`src/rtl/tybec_leaf_map_node_elastic.sv`:
```
// TyBEC leaf map node: joins NUM_IN operand streams into a fixed-latency, never-stalled
// operator core and buffers its results in a credit-tracked first-word-fall-through FIFO.
module tybec_leaf_map_node_elastic #(
   parameter int unsigned  W          = 34,
   parameter int unsigned  NUM_IN     = 1,
   parameter logic [W-1:0] CONST_Y    = 34'h13f802058,
   parameter int unsigned  LAT        = 12,
   parameter int unsigned  FIFO_DEPTH = 16
) (
   input  logic                               clk,
   input  logic                               rst,
   input  logic [NUM_IN-1:0]                  ivalid,
   output logic [NUM_IN-1:0]                  iready,
   input  logic [NUM_IN*W-1:0]                in_data,
   output logic [W-1:0]                       op_x,
   output logic [W-1:0]                       op_y,
   input  logic [W-1:0]                       op_r,
   output logic                               ovalid,
   input  logic                               oready,
   output logic [W-1:0]                       out_data,
   output logic [$clog2(FIFO_DEPTH+1)-1:0]    credits
);

   localparam int unsigned   CW      = $clog2(FIFO_DEPTH + 1);
   localparam int unsigned   AW      = $clog2(FIFO_DEPTH);
   localparam logic [CW-1:0] DEPTH_C = CW'(FIFO_DEPTH);

   logic              credit_ok;
   logic              fire;
   logic              push;
   logic              pop;
   logic              empty;
   logic              v0;
   logic [LAT-1:0]    vshift;
   logic [W-1:0]      y_in;
   logic [NUM_IN-1:0] peer_valid;
   logic [AW:0]       wr_ptr;
   logic [AW:0]       rd_ptr;
   logic [W-1:0]      mem [FIFO_DEPTH];

   // A slot is reserved at acceptance time, so the FIFO can never overflow.
   assign credit_ok = credits < DEPTH_C;
   assign fire      = ~rst & credit_ok & (&ivalid);

   // NOTE: every output of a combinational block gets a default before any conditional
   // assignment; a path that leaves one unassigned infers a latch.
   always_comb begin
      iready     = '0;
      peer_valid = '0;
      for (int i = 0; i < NUM_IN; i++) begin
         peer_valid    = ivalid;
         peer_valid[i] = 1'b1;
         iready[i]     = ~rst & credit_ok & (&peer_valid);
      end
   end

   generate
      if (NUM_IN == 2) begin : g_two_streams
         assign y_in = in_data[W +: W];
      end else begin : g_one_stream
         assign y_in = CONST_Y;
      end
   endgenerate

   // NOTE: all state registers use non-blocking assignments so every flop samples
   // pre-edge values regardless of statement order.
   always_ff @(posedge clk) begin
      if (rst) begin
         op_x   <= '0;
         op_y   <= '0;
         v0     <= 1'b0;
         vshift <= '0;
      end else begin
         v0     <= fire;
         vshift <= LAT'({vshift, v0});
         if (fire) begin
            op_x <= in_data[W-1:0];
            op_y <= y_in;
         end
      end
   end

   // Shifter tail lines up with op_r: LAT cycles after op_x/op_y were presented.
   assign push   = vshift[LAT-1];
   assign empty  = (wr_ptr == rd_ptr);
   assign ovalid = ~rst & ~empty;
   assign pop    = ovalid & oready;

   always_ff @(posedge clk) begin
      if (rst) begin
         wr_ptr <= '0;
         rd_ptr <= '0;
      end else begin
         if (push) wr_ptr <= wr_ptr + (AW+1)'(1);
         if (pop)  rd_ptr <= rd_ptr + (AW+1)'(1);
      end
   end

   // NOTE: the storage array has no reset; the pointers alone define which entries are live.
   always_ff @(posedge clk) begin
      if (push) mem[wr_ptr[AW-1:0]] <= op_r;
   end

   assign out_data = mem[rd_ptr[AW-1:0]];

   always_ff @(posedge clk) begin
      if (rst) begin
         credits <= '0;
      end else begin
         unique case ({fire, pop})
            2'b10:   credits <= credits + CW'(1);
            2'b01:   credits <= credits - CW'(1);
            default: credits <= credits;
         endcase
      end
   end

endmodule

```
`config.mk`:
```
export PLATFORM = sky130hd
export DESIGN_NAME = tybec_leaf_map_node_elastic
export DESIGN_NICKNAME = d
export VERILOG_FILES = /design/src/rtl/tybec_leaf_map_node_elastic.sv
export SDC_FILE = /design/constraint.sdc
export NUM_CORES = 1
export LEC_CHECK = 0
export BUFFER_PORTS_ARGS = -buffer_cell sky130_fd_sc_hd__buf_2
export CAP_MARGIN = 20
export CORE_MARGIN = 2
export CORE_UTILIZATION = 54
export CTS_CLUSTER_DIAMETER = 50
export CTS_CLUSTER_SIZE = 20
export DETAILED_ROUTE_END_ITERATION = 8
export GPL_TIMING_DRIVEN = 0
export PLACE_DENSITY = 0.88
export SYNTH_ARGS = -nofsm -noshare
export SYNTH_HDL_FRONTEND = slang
export SYNTH_SLANG_ARGS = --single-unit
```
`constraint.sdc`:
```
create_clock -name clk -period 3.2 [get_ports clk]
set_input_delay 0.16 -clock clk [delete_from_list [all_inputs] [get_ports clk]]
set_output_delay 0.16 -clock clk [all_outputs]
set_load 0.05 [all_outputs]
```
==> results.ini <==
[pwr]
p_per_area_mw_per_mm2=550.6
vdd_drop_max_mv=0.4222
pwr-share-clk_pct=38.3
p_sw_w=0.003442
internal-power_w=0.01170
pwr-share-seq_pct=57.6
switching_share_pct=22.74
p_comb_share_pct=4.1
leakage_nw=9.056

[logic_synthesis]
yosys.area_share.adder_pct=0.5688
synth_cell_types=33
synthCells=1087
synth_top_family_by_area=multiplexers
ys_ff_latch=611
postSynthAreaPerCell_sq_um=21.45
synth_mux_area_share_pct=16.60
syn_area_sq_mm=0.02332
synth_simple_gate_area_share_pct=2.978
ys_seq_area_share_pct=75.81
ys_warn_count=0
synth-compound-area-share_pct=1.009
yosys.area_share.xor_xnor_pct=0.5634

[global_route]
grt_overflow=0
grt_use_met3_pct=6.320
grt_pass1_vias=12820
grtUsageMet1_pct=31.90
grt_use_met2_pct=46.14
top_usage_layer=met2
grt_max_degree=29
grt_pass1_wl_mm=83.86
antenna_found_initial=1
grt_usage_pct=26.43

[floorplanning]
fp.dieH_um=211.8
core_sq_mm=0.04289
num_rows=76
ios=181
start_util_pct=54.37
die_w_um=211.8
die-area_sq_mm=0.04486

[clocking]
cts_tree=built
ctsLongestPathBuffers=3
cts-root-buf=clkbuf_16
htree_levels=2
cts_sinks=611
clk_pin_slew_ns=0.08
clk_latency_ns=0.62
cts_made_buffers=46

[critical_path]
crit_path_end_kind=primary output
cp_slowest_cell=mux4_2
worstSetupPathType=flip-flop to primary output
cp-start-kind=flip-flop
slowest_delay_ns=0.60
cp_max_fo=10
reg2reg_depth=11
cp_cell_sequence=buf_6 -> buf_2 -> mux4_2 -> mux4_2 -> buf_2
arrival_ns=2.96
worstPathRequired_ns=3.04

[timing]
final_max_slew_viol_count=0
setup_slack_ns=0.08139
worstMarginPinSlew_ns=0.9345
hold_violations=0
max_slew_margin_pct=37.70
setup_viol=0
finClkSkew_ns=0.02774
min_period_ns=3.119
fmax_mhz=320.7
rsz0062_at_grt=no
fin_crit_sh_pct=97.46

[route]
vias_per_cell=6.090
drtIter0Drc=1499
drc_errors=0
dr.pass1.iters=7
wire_per_inst_um=28.93
wirelength_mm=58.34
ant_nets=0
vias=12280

[cells_and_area]
drive_gt1_share_pct=35.82
finalNonFillerCells=2017
final_common_cell=edfxtp_1
fin_nets=1481
postLayoutCoreUtil_pct=64.11
antenna_cells=0
fill_cells=2718
area_delta_synth_final_pct=17.91
final_cell_mix=edfxtp_1 (544), buf_2 (171), mux4_2 (170)

[place]
place_hpwl_mm=32.90
dp_cells=1867
gp_congestion=0.7977
post-place-ws_ns=-0.2616
io_buffers=158

[run_status]
status=completed

[hold_path]
hp-class=input pin to flip-flop
hold_path_depth=3

[run]
drv_cap=0

-- power groups by stage --
stage	logic (W)	clock network [W]	registers (W)
floorplan	0.000206	0	0.00903
global placement	0.000506	0	0.00890
detailed placement	0.000529	0	0.00890
CTS	0.000599	0.00581	0.00872
global route	0.000650	0.00606	0.00873
finish	0.000616	0.00580	0.00872
-- layout make-up --
type	instances	area, sq um	share of cell area [%]
Buffer	87	561.8	2.043
Clock buffer	52	1195	4.346
Clock inverter	29	285.3	1.038
Inverter	8	30.03	0.1092
Multi-Input combinational cell	400	5185	18.86
Sequential cell	611	17680	64.32
Tap cell	585	732.0	2.662
Timing Repair Buffer	245	1819	6.617
-- cells in the mapped netlist, drive strengths merged --
cell	instances	share of area, %
conb	1	0.016
and3b	1	0.038
buf	59	1.8
nor2	19	0.31
nand2	37	0.60
clkbuf	30	0.48
dfxtp	67	5.8
mux2i	3	0.13
nor2b	16	0.43
and3	1	0.027
a21boi	1	0.032
xor2	8	0.30
ha	9	0.48
inv	8	0.13
mux2	1	0.048
nor3	2	0.043
xnor2	7	0.26
nand4	3	0.080
a21o	1	0.032
a21oi	8	0.17
or3b	1	0.038
nor3b	1	0.032
nand3	1	0.021
and2	17	0.46
mux4	170	16
o21ai	36	0.77
fa	1	0.086
edfxtp	544	70
nand2b	34	0.91
-- kinds of logic (layout without fill, tap and decap cells) --
logic type | after synthesis | in the layout
xor gates and xnor gates | 15 | 15
and+or+nand+nor | 133 | 133
DFF | 611 | 611
muxes | 174 | 174
buffers and inverters | 97 | 421
other | 1 | 22
adders and majority gates | 10 | 10
AOI/OAI and AO/OA | 46 | 46
-- metal layers --
metal,vias up,wire [um]
li1,4959,-
met4,2,2285
met5,-,7
met3,159,5776
met2,910,30240
met1,6253,20040
-- per-stage QoR --
stage | hold WS [ns] | setup TNS (ns) | total power (W) | instance area [sq um]
3_5_place_dp | 0.3625 | -0.2616 | 0.009430 | 25270
2_1_floorplan | 0.2589 | 0 | 0.009234 | 23400
5_1_grt | 0.3092 | 0 | 0.01544 | 27490
4_1_cts | 0.2545 | 0 | 0.01513 | 27480
3_3_place_gp | 0.3543 | -0.1387 | 0.009405 | 24930
6_report | 0.2945 | 0 | 0.01514 | 27490
-- registers in the layout (all words and copies together) (netlist names), named ones only --
signal   flops
vshift      12
wr_ptr       5
rd_ptr       5
op_x        34
op_y         1
mem        544
credits      5
v0           1
-- worst max-delay path, delay by kind of cell (launching register included) --
family / cells / cell delay (ns)
buf+inv: 3 / 0.88
flops: 1 / 0.33
mux: 2 / 1.15
-- final timing paths --
kind | endpoint | from | slack [ns]
setup / recovery | out_data[31] | flip-flop | 0.08
hold / removal | v0 | ivalid | 0.29
setup reg to reg | credits[4] | credits[4] | 0.16
hold reg to reg | vshift[0] | v0 | 0.44
-- timing repair --
action | in CTS | in global routing
hold buffers | 70 | 0
pin swaps | 0 | 2
gates resized for setup | 18 | 8
endpoints found under the hold margin | 583 | 0
buffers inserted | 0 | 1
setup endpoints to repair | 35 | 1
(Power assumes the default switching activity.)
